### src/rtl/apb_mst_pkg.sv
// Shared types and constants for the APB4 requester bridge.
// The default widths follow the APB width macros when the build defines them.
`ifndef APB_ADDR_WIDTH
`define APB_ADDR_WIDTH 32
`endif
`ifndef APB_DATA_WIDTH
`define APB_DATA_WIDTH 32
`endif

package apb_mst_pkg;

  localparam int APB_ADDR_W      = `APB_ADDR_WIDTH;
  localparam int APB_DATA_W      = `APB_DATA_WIDTH;
  localparam int APB_STRB_W      = APB_DATA_W / 8;
  localparam int APB_TIMEOUT_DEF = 16;

  localparam logic [2:0] PPROT_PRIV   = 3'b001;
  localparam logic [2:0] PPROT_NONSEC = 3'b010;
  localparam logic [2:0] PPROT_INSTR  = 3'b100;

  typedef enum logic [1:0] {
    ST_IDLE,
    ST_SETUP,
    ST_ACCESS,
    ST_RESP
  } apb_state_e;

  typedef struct packed {
    logic                  write;
    logic [APB_ADDR_W-1:0] addr;
    logic [APB_DATA_W-1:0] wdata;
    logic [APB_STRB_W-1:0] strb;
    logic [2:0]            prot;
  } apb_cmd_t;

  typedef struct packed {
    logic [APB_DATA_W-1:0] rdata;
    logic                  slverr;
    logic                  timeout;
  } apb_rsp_t;

endpackage

### src/rtl/apb_mst_wait_timer.sv
// Counts ACCESS cycles with PREADY low; flags expiry on the last allowed wait cycle.
module apb_mst_wait_timer #(
  parameter int TIMEOUT = 16
) (
  input  logic clk,
  input  logic rstn,
  input  logic clear,
  input  logic enable,
  output logic expired
);

  localparam int CNT_W = (TIMEOUT > 0) ? $clog2(TIMEOUT + 1) : 1;
  localparam logic [CNT_W-1:0] LIMIT = (TIMEOUT > 0) ? CNT_W'(TIMEOUT - 1) : '0;

  logic [CNT_W-1:0] count;

  // Saturates instead of wrapping so a stuck slave can never re-arm the compare.
  always_ff @(posedge clk or negedge rstn) begin
    if (!rstn) begin
      count <= '0;
    end else if (clear) begin
      count <= '0;
    end else if (enable && (count != '1)) begin
      count <= count + CNT_W'(1);
    end
  end

  assign expired = (TIMEOUT > 0) && (count == LIMIT);

endmodule

### src/rtl/apb_mst_bridge.sv
// APB4 requester: one command in, one SETUP/ACCESS transfer out, one response back.
module apb_mst_bridge
  import apb_mst_pkg::*;
#(
  parameter int ADDR_WIDTH = APB_ADDR_W,
  parameter int DATA_WIDTH = APB_DATA_W,
  parameter int STRB_WIDTH = DATA_WIDTH / 8,
  parameter int TIMEOUT    = APB_TIMEOUT_DEF
) (
  input  logic                  clk,
  input  logic                  rstn,
  input  logic                  cmd_valid,
  output logic                  cmd_ready,
  input  logic                  cmd_write,
  input  logic [ADDR_WIDTH-1:0] cmd_addr,
  input  logic [DATA_WIDTH-1:0] cmd_wdata,
  input  logic [STRB_WIDTH-1:0] cmd_strb,
  input  logic [2:0]            cmd_prot,
  output logic                  rsp_valid,
  input  logic                  rsp_ready,
  output logic [DATA_WIDTH-1:0] rsp_rdata,
  output logic                  rsp_slverr,
  output logic                  rsp_timeout,
  output logic                  PSEL,
  output logic                  PENABLE,
  output logic                  PWRITE,
  output logic [ADDR_WIDTH-1:0] PADDR,
  output logic [DATA_WIDTH-1:0] PWDATA,
  output logic [STRB_WIDTH-1:0] PSTROB,
  output logic [2:0]            PPROT,
  input  logic [DATA_WIDTH-1:0] PRDATA,
  input  logic                  PREADY,
  input  logic                  PSLVERR
);

  apb_state_e state;
  logic       timer_clear;
  logic       timer_en;
  logic       timer_expired;

  assign timer_clear = (state == ST_SETUP);
  assign timer_en    = (state == ST_ACCESS) && !PREADY;

  apb_mst_wait_timer #(
    .TIMEOUT (TIMEOUT)
  ) u_wait_timer (
    .clk     (clk),
    .rstn    (rstn),
    .clear   (timer_clear),
    .enable  (timer_en),
    .expired (timer_expired)
  );

  // cmd_ready is registered so it reads 0 throughout reset and rises one cycle later.
  always_ff @(posedge clk or negedge rstn) begin
    if (!rstn) begin
      state       <= ST_IDLE;
      cmd_ready   <= 1'b0;
      rsp_valid   <= 1'b0;
      rsp_rdata   <= '0;
      rsp_slverr  <= 1'b0;
      rsp_timeout <= 1'b0;
      PSEL        <= 1'b0;
      PENABLE     <= 1'b0;
      PWRITE      <= 1'b0;
      PADDR       <= '0;
      PWDATA      <= '0;
      PSTROB      <= '0;
      PPROT       <= '0;
    end else begin
      case (state)
        ST_IDLE: begin
          cmd_ready <= 1'b1;
          if (cmd_valid && cmd_ready) begin
            cmd_ready <= 1'b0;
            PSEL      <= 1'b1;
            PENABLE   <= 1'b0;
            PWRITE    <= cmd_write;
            PADDR     <= cmd_addr;
            PWDATA    <= cmd_write ? cmd_wdata : '0;
            PSTROB    <= cmd_write ? cmd_strb : '0;
            PPROT     <= cmd_prot;
            state     <= ST_SETUP;
          end
        end
        ST_SETUP: begin
          PENABLE <= 1'b1;
          state   <= ST_ACCESS;
        end
        ST_ACCESS: begin
          // A ready slave on the final wait cycle beats the timeout.
          if (PREADY) begin
            PSEL        <= 1'b0;
            PENABLE     <= 1'b0;
            rsp_valid   <= 1'b1;
            rsp_rdata   <= PWRITE ? '0 : PRDATA;
            rsp_slverr  <= PSLVERR;
            rsp_timeout <= 1'b0;
            state       <= ST_RESP;
          end else if (timer_expired) begin
            PSEL        <= 1'b0;
            PENABLE     <= 1'b0;
            rsp_valid   <= 1'b1;
            rsp_rdata   <= '0;
            rsp_slverr  <= 1'b1;
            rsp_timeout <= 1'b1;
            state       <= ST_RESP;
          end
        end
        ST_RESP: begin
          if (rsp_ready) begin
            rsp_valid <= 1'b0;
            cmd_ready <= 1'b1;
            state     <= ST_IDLE;
          end
        end
        default: state <= ST_IDLE;
      endcase
    end
  end

endmodule

### config.mk
export PLATFORM = sky130hd
export DESIGN_NAME = apb_mst_bridge
export DESIGN_NICKNAME = d
export VERILOG_FILES = /design/src/rtl/apb_mst_pkg.sv /design/src/rtl/apb_mst_wait_timer.sv /design/src/rtl/apb_mst_bridge.sv
export SDC_FILE = /design/constraint.sdc
export NUM_CORES = 1
export LEC_CHECK = 0
export BUFFER_PORTS_ARGS = -buffer_cell sky130_fd_sc_hd__buf_2
export CAP_MARGIN = 25
export CORE_UTILIZATION = 47
export DETAILED_ROUTE_END_ITERATION = 7
export GPL_ROUTABILITY_DRIVEN = 1
export GPL_TIMING_DRIVEN = 0
export PLACE_DENSITY = 0.81
export SKIP_LAST_GASP = 1
export SYNTH_ARGS = -nofsm -noshare
export SYNTH_HDL_FRONTEND = slang
export SYNTH_SLANG_ARGS = --single-unit
### constraint.sdc
create_clock -name clk -period 2.9 [get_ports clk]
set_clock_uncertainty 0.2 [all_clocks]
set_input_delay 0.87 -clock clk [delete_from_list [all_inputs] [get_ports clk]]
set_output_delay 0.87 -clock clk [all_outputs]
set_load 0.005 [all_outputs]
==> impl_metrics.env <==
export IMPL_status="finished clean"
export IMPL_worst_skew_pair_late_latency_ns=0.51
export IMPL_port_buffers=217
export IMPL_r2r_start="u_wait_timer.count[0]$_DFFE_PN0P_"
export IMPL_drive_above_1_share_pct=44.5
export IMPL_grt_max_degree=60
export IMPL_design_area_um2=6650
export IMPL_power_density_nw_per_um2=1060
export IMPL_p_total_mw=7.05
export IMPL_syn2layout_area_growth_pct=40.6
export IMPL_die_area_um2=10500
export IMPL_antenna_found_initial=0
export IMPL_clockBufferDepth=2
export IMPL_layoutNonFillerInstCount=821
export IMPL_ys_types=29
export IMPL_yosys_area_top_type="dfrtp_1"
export IMPL_switchingPower_mw=2.12
export IMPL_cts_tree="done"
export IMPL_yosys_warnings=0
export IMPL_dp_hpwl_um=8820
export IMPL_drv_cap=0
export IMPL_critPathKind="reg -> reg"
export IMPL_syn_nets=557
export IMPL_ff2ff_setup_slack_ns=0.66
export IMPL_finalSetupViolCount=0
export IMPL_slew_violations=0
export IMPL_rows=36
export IMPL_critPathSlowestCell="dfrtp_1"
export IMPL_setup_ws_ns=0.657
export IMPL_min_path_type="in -> async"
export IMPL_numCtsBuffers=17
export IMPL_grt_usage_pct=22.7
export IMPL_clock_sinks=117
export IMPL_drc=0
export IMPL_rsz0062_at_grt="false"
export IMPL_cp_buffers_inverters=2
export IMPL_p_clk_share_pct=31.9
export IMPL_nFillCells=784
export IMPL_ys_async_sr_fraction_pct=100
export IMPL_chipHeight_um=102
export IMPL_leakage_nw=3.48
export IMPL_slowest_delay_ns=0.40
export IMPL_r2r_end="rsp_rdata[26]$_DFFE_PN0P_"
export IMPL_internal_power_mw=4.93
export IMPL_fin_nets=794
export IMPL_coreArea_um2=9770
export IMPL_cp_top_family="adder cells"
export IMPL_syn_avg_cell_area_um2=10.8
export IMPL_hold_ws_ns=0.227
export IMPL_synth_edf_count=0
export IMPL_min_period_over_period_pct=77.3
export IMPL_synth_top_cell_area_share_pct=61.9
export IMPL_max_freq_ghz=0.446
export IMPL_clk_pin_slew_ns=0.06
export IMPL_worst_slew_pin_slew_ns=0.757
export IMPL_syn_area_um2=4730
export IMPL_gr_total_overflow=0
export IMPL_drtAntennaViolNets=0
export IMPL_drtIter0Drc=74
export IMPL_grt_pass1_wl_um=17900
export IMPL_seq_area_frac_synth_pct=61.9
export IMPL_diodes=0
export IMPL_htree_levels=4
export IMPL_post_place_ws_ns=0.638
export IMPL_finalWirelength_um=11700
export IMPL_syn_inst=439
export IMPL_path_cells="ha_1, and3_1, ha_1, o21ai_1, buf_2, buf_2, nand2_1, o21ai_0"
export IMPL_io_pins=220
export IMPL_hold_viol_final=0
export IMPL_cp_end_kind="flip-flop"
export IMPL_reg2reg_depth=8
export IMPL_viasPerCell=4.87
export IMPL_post_cts_buffers=0
export IMPL_p_seq_share_pct=37.9
export IMPL_synthTopCellsByArea="dfrtp_1, nand2_1, mux2_2"
export IMPL_power_frac_comb_pct=30.2
export IMPL_routedWlPerCell_um=14.3
export IMPL_arrival_ns=2.46
export IMPL_cts_hold_fix_buffers=0
export IMPL_crit_fanout=10
export IMPL_die_w_um=102
export IMPL_vias=4002
export IMPL_final_setup_tns_ns=0
export IMPL_gp_congestion=0.834
export IMPL_crit_required_ns=3.12
export IMPL_ys_ff_latch=117
export IMPL_yosys_most_used_dff="dfrtp_1"
export IMPL_dpl_cell_count=790
export IMPL_slew_headroom_pct=49.5
export IMPL_cts_root_buf="clkbuf_8"
export IMPL_initial_utilization_pct=48.4
export IMPL_utilization_pct=68.0
export IMPL_firstDrtPassIters=4
export IMPL_min_period_ns=2.24
export IMPL_grt_pass1_vias=3839
export IMPL_post_cts_resized=0
export IMPL_start_kind="flip-flop"
export IMPL_ir_worst_vdd_uv=507
export IMPL_placed_cell_area_um2=6010
export IMPL_swShare_pct=30.1
## worst reg2reg max path: cells and delay by family, from the launching register on
family | cells | cell delay (ns)
DFF | 1 | 0.40
and+or+nand+nor | 2 | 0.28
AOI/OAI and AO/OA | 2 | 0.32
buffers and inverters | 2 | 0.48
adders and majority gates | 2 | 0.48
## worst max path at each step
stage                                      startpoint                                end  cells after the start  slack [ns]
global placement                                 rstn               state[1]$_DFFE_PN0P_                      1       -0.58
finish              u_wait_timer.count[0]$_DFFE_PN0P_          rsp_rdata[26]$_DFFE_PN0P_                      8        0.66
floorplan           u_wait_timer.count[0]$_DFFE_PN0P_  u_wait_timer.count[3]$_DFFE_PN0P_                      6        0.89
CTS                 u_wait_timer.count[0]$_DFFE_PN0P_          rsp_rdata[26]$_DFFE_PN0P_                      8        0.63
global route        u_wait_timer.count[0]$_DFFE_PN0P_          rsp_rdata[28]$_DFFE_PN0P_                      8        0.46
detailed placement                          cmd_valid             PWDATA[26]$_DFFE_PN0P_                      6        0.64
## cell type report
cell class	instances	area (µm²)	share of cell area, %
inverters	4	15.0	0.226
repair buffers	218	1120	16.8
clock inverters	8	171	2.58
plain buffers	28	140	2.11
multi-input cells	290	1650	24.7
well taps	133	166	2.50
clock buffers	23	467	7.02
flip-flops and latches	117	2930	44.0
## kinds of logic after synthesis
family                     count (synthesis)  share of synthesized area (%)
AOI/OAI and AO/OA                         80                           8.79
DFF                                      117                           61.9
buffers and inverters                     32                           3.28
adders and majority gates                  8                           2.12
muxes                                     41                           9.74
xor gates and xnor gates                   2                          0.371
and+or+nand+nor                          159                           13.8
## power groups by stage
stage	combinational, mW	clock, mW	sequential [mW]
finish	2.13	2.25	2.67
global route	2.40	2.36	2.76
CTS	2.17	2.27	2.67
detailed placement	2.16	0	2.70
global placement	2.06	0	2.66
floorplan	1.03	0	2.74
## registers in the layout (all words and copies together) (netlist names), 2 cells and up
register and count:
PADDR 32, PWDATA 32, rsp_rdata 32, u_wait_timer.count 5, PSTROB 4, PPROT 3
state 2
## cell usage in the layout, fill, tap and decap left out, types with 2 or more instances in the layout
master     instances
a21oi_1            3
buf_1              3
buf_2            229
buf_4              4
bufinv_16          5
clkbuf_1          11
clkbuf_16         16
clkbuf_8           4
dfrtp_1          117
ha_1               8
inv_1              4
mux2_2            39
nand2_1          140
nor2_1             7
nor2b_1            3
nor3_1             3
o21ai_0           65
o21ai_1            8
xnor2_1            2
## Yosys cell counts, types with 2 or more instances
library cell,number
buf_4,3
nand2_1,140
o21ai_0,65
ha_1,8
mux2_2,39
buf_2,13
nor3_1,3
clkbuf_1,8
nor2b_1,3
xnor2_1,2
nor2_1,7
dfrtp_1,117
buf_1,3
a21oi_1,3
o21ai_1,8
inv_1,4
## metal layers
layer / share of wire, % / vias to the layer above / track usage [%]
li1: - / 1927 / -
met1: 42 / 1908 / 26.9
met2: 50 / 146 / 37.9
met3: 6.4 / 21 / 7.11
met4: 2.0 / 0 / 10.1
met5: 0 / - / 0
(Power assumes the default switching activity.)
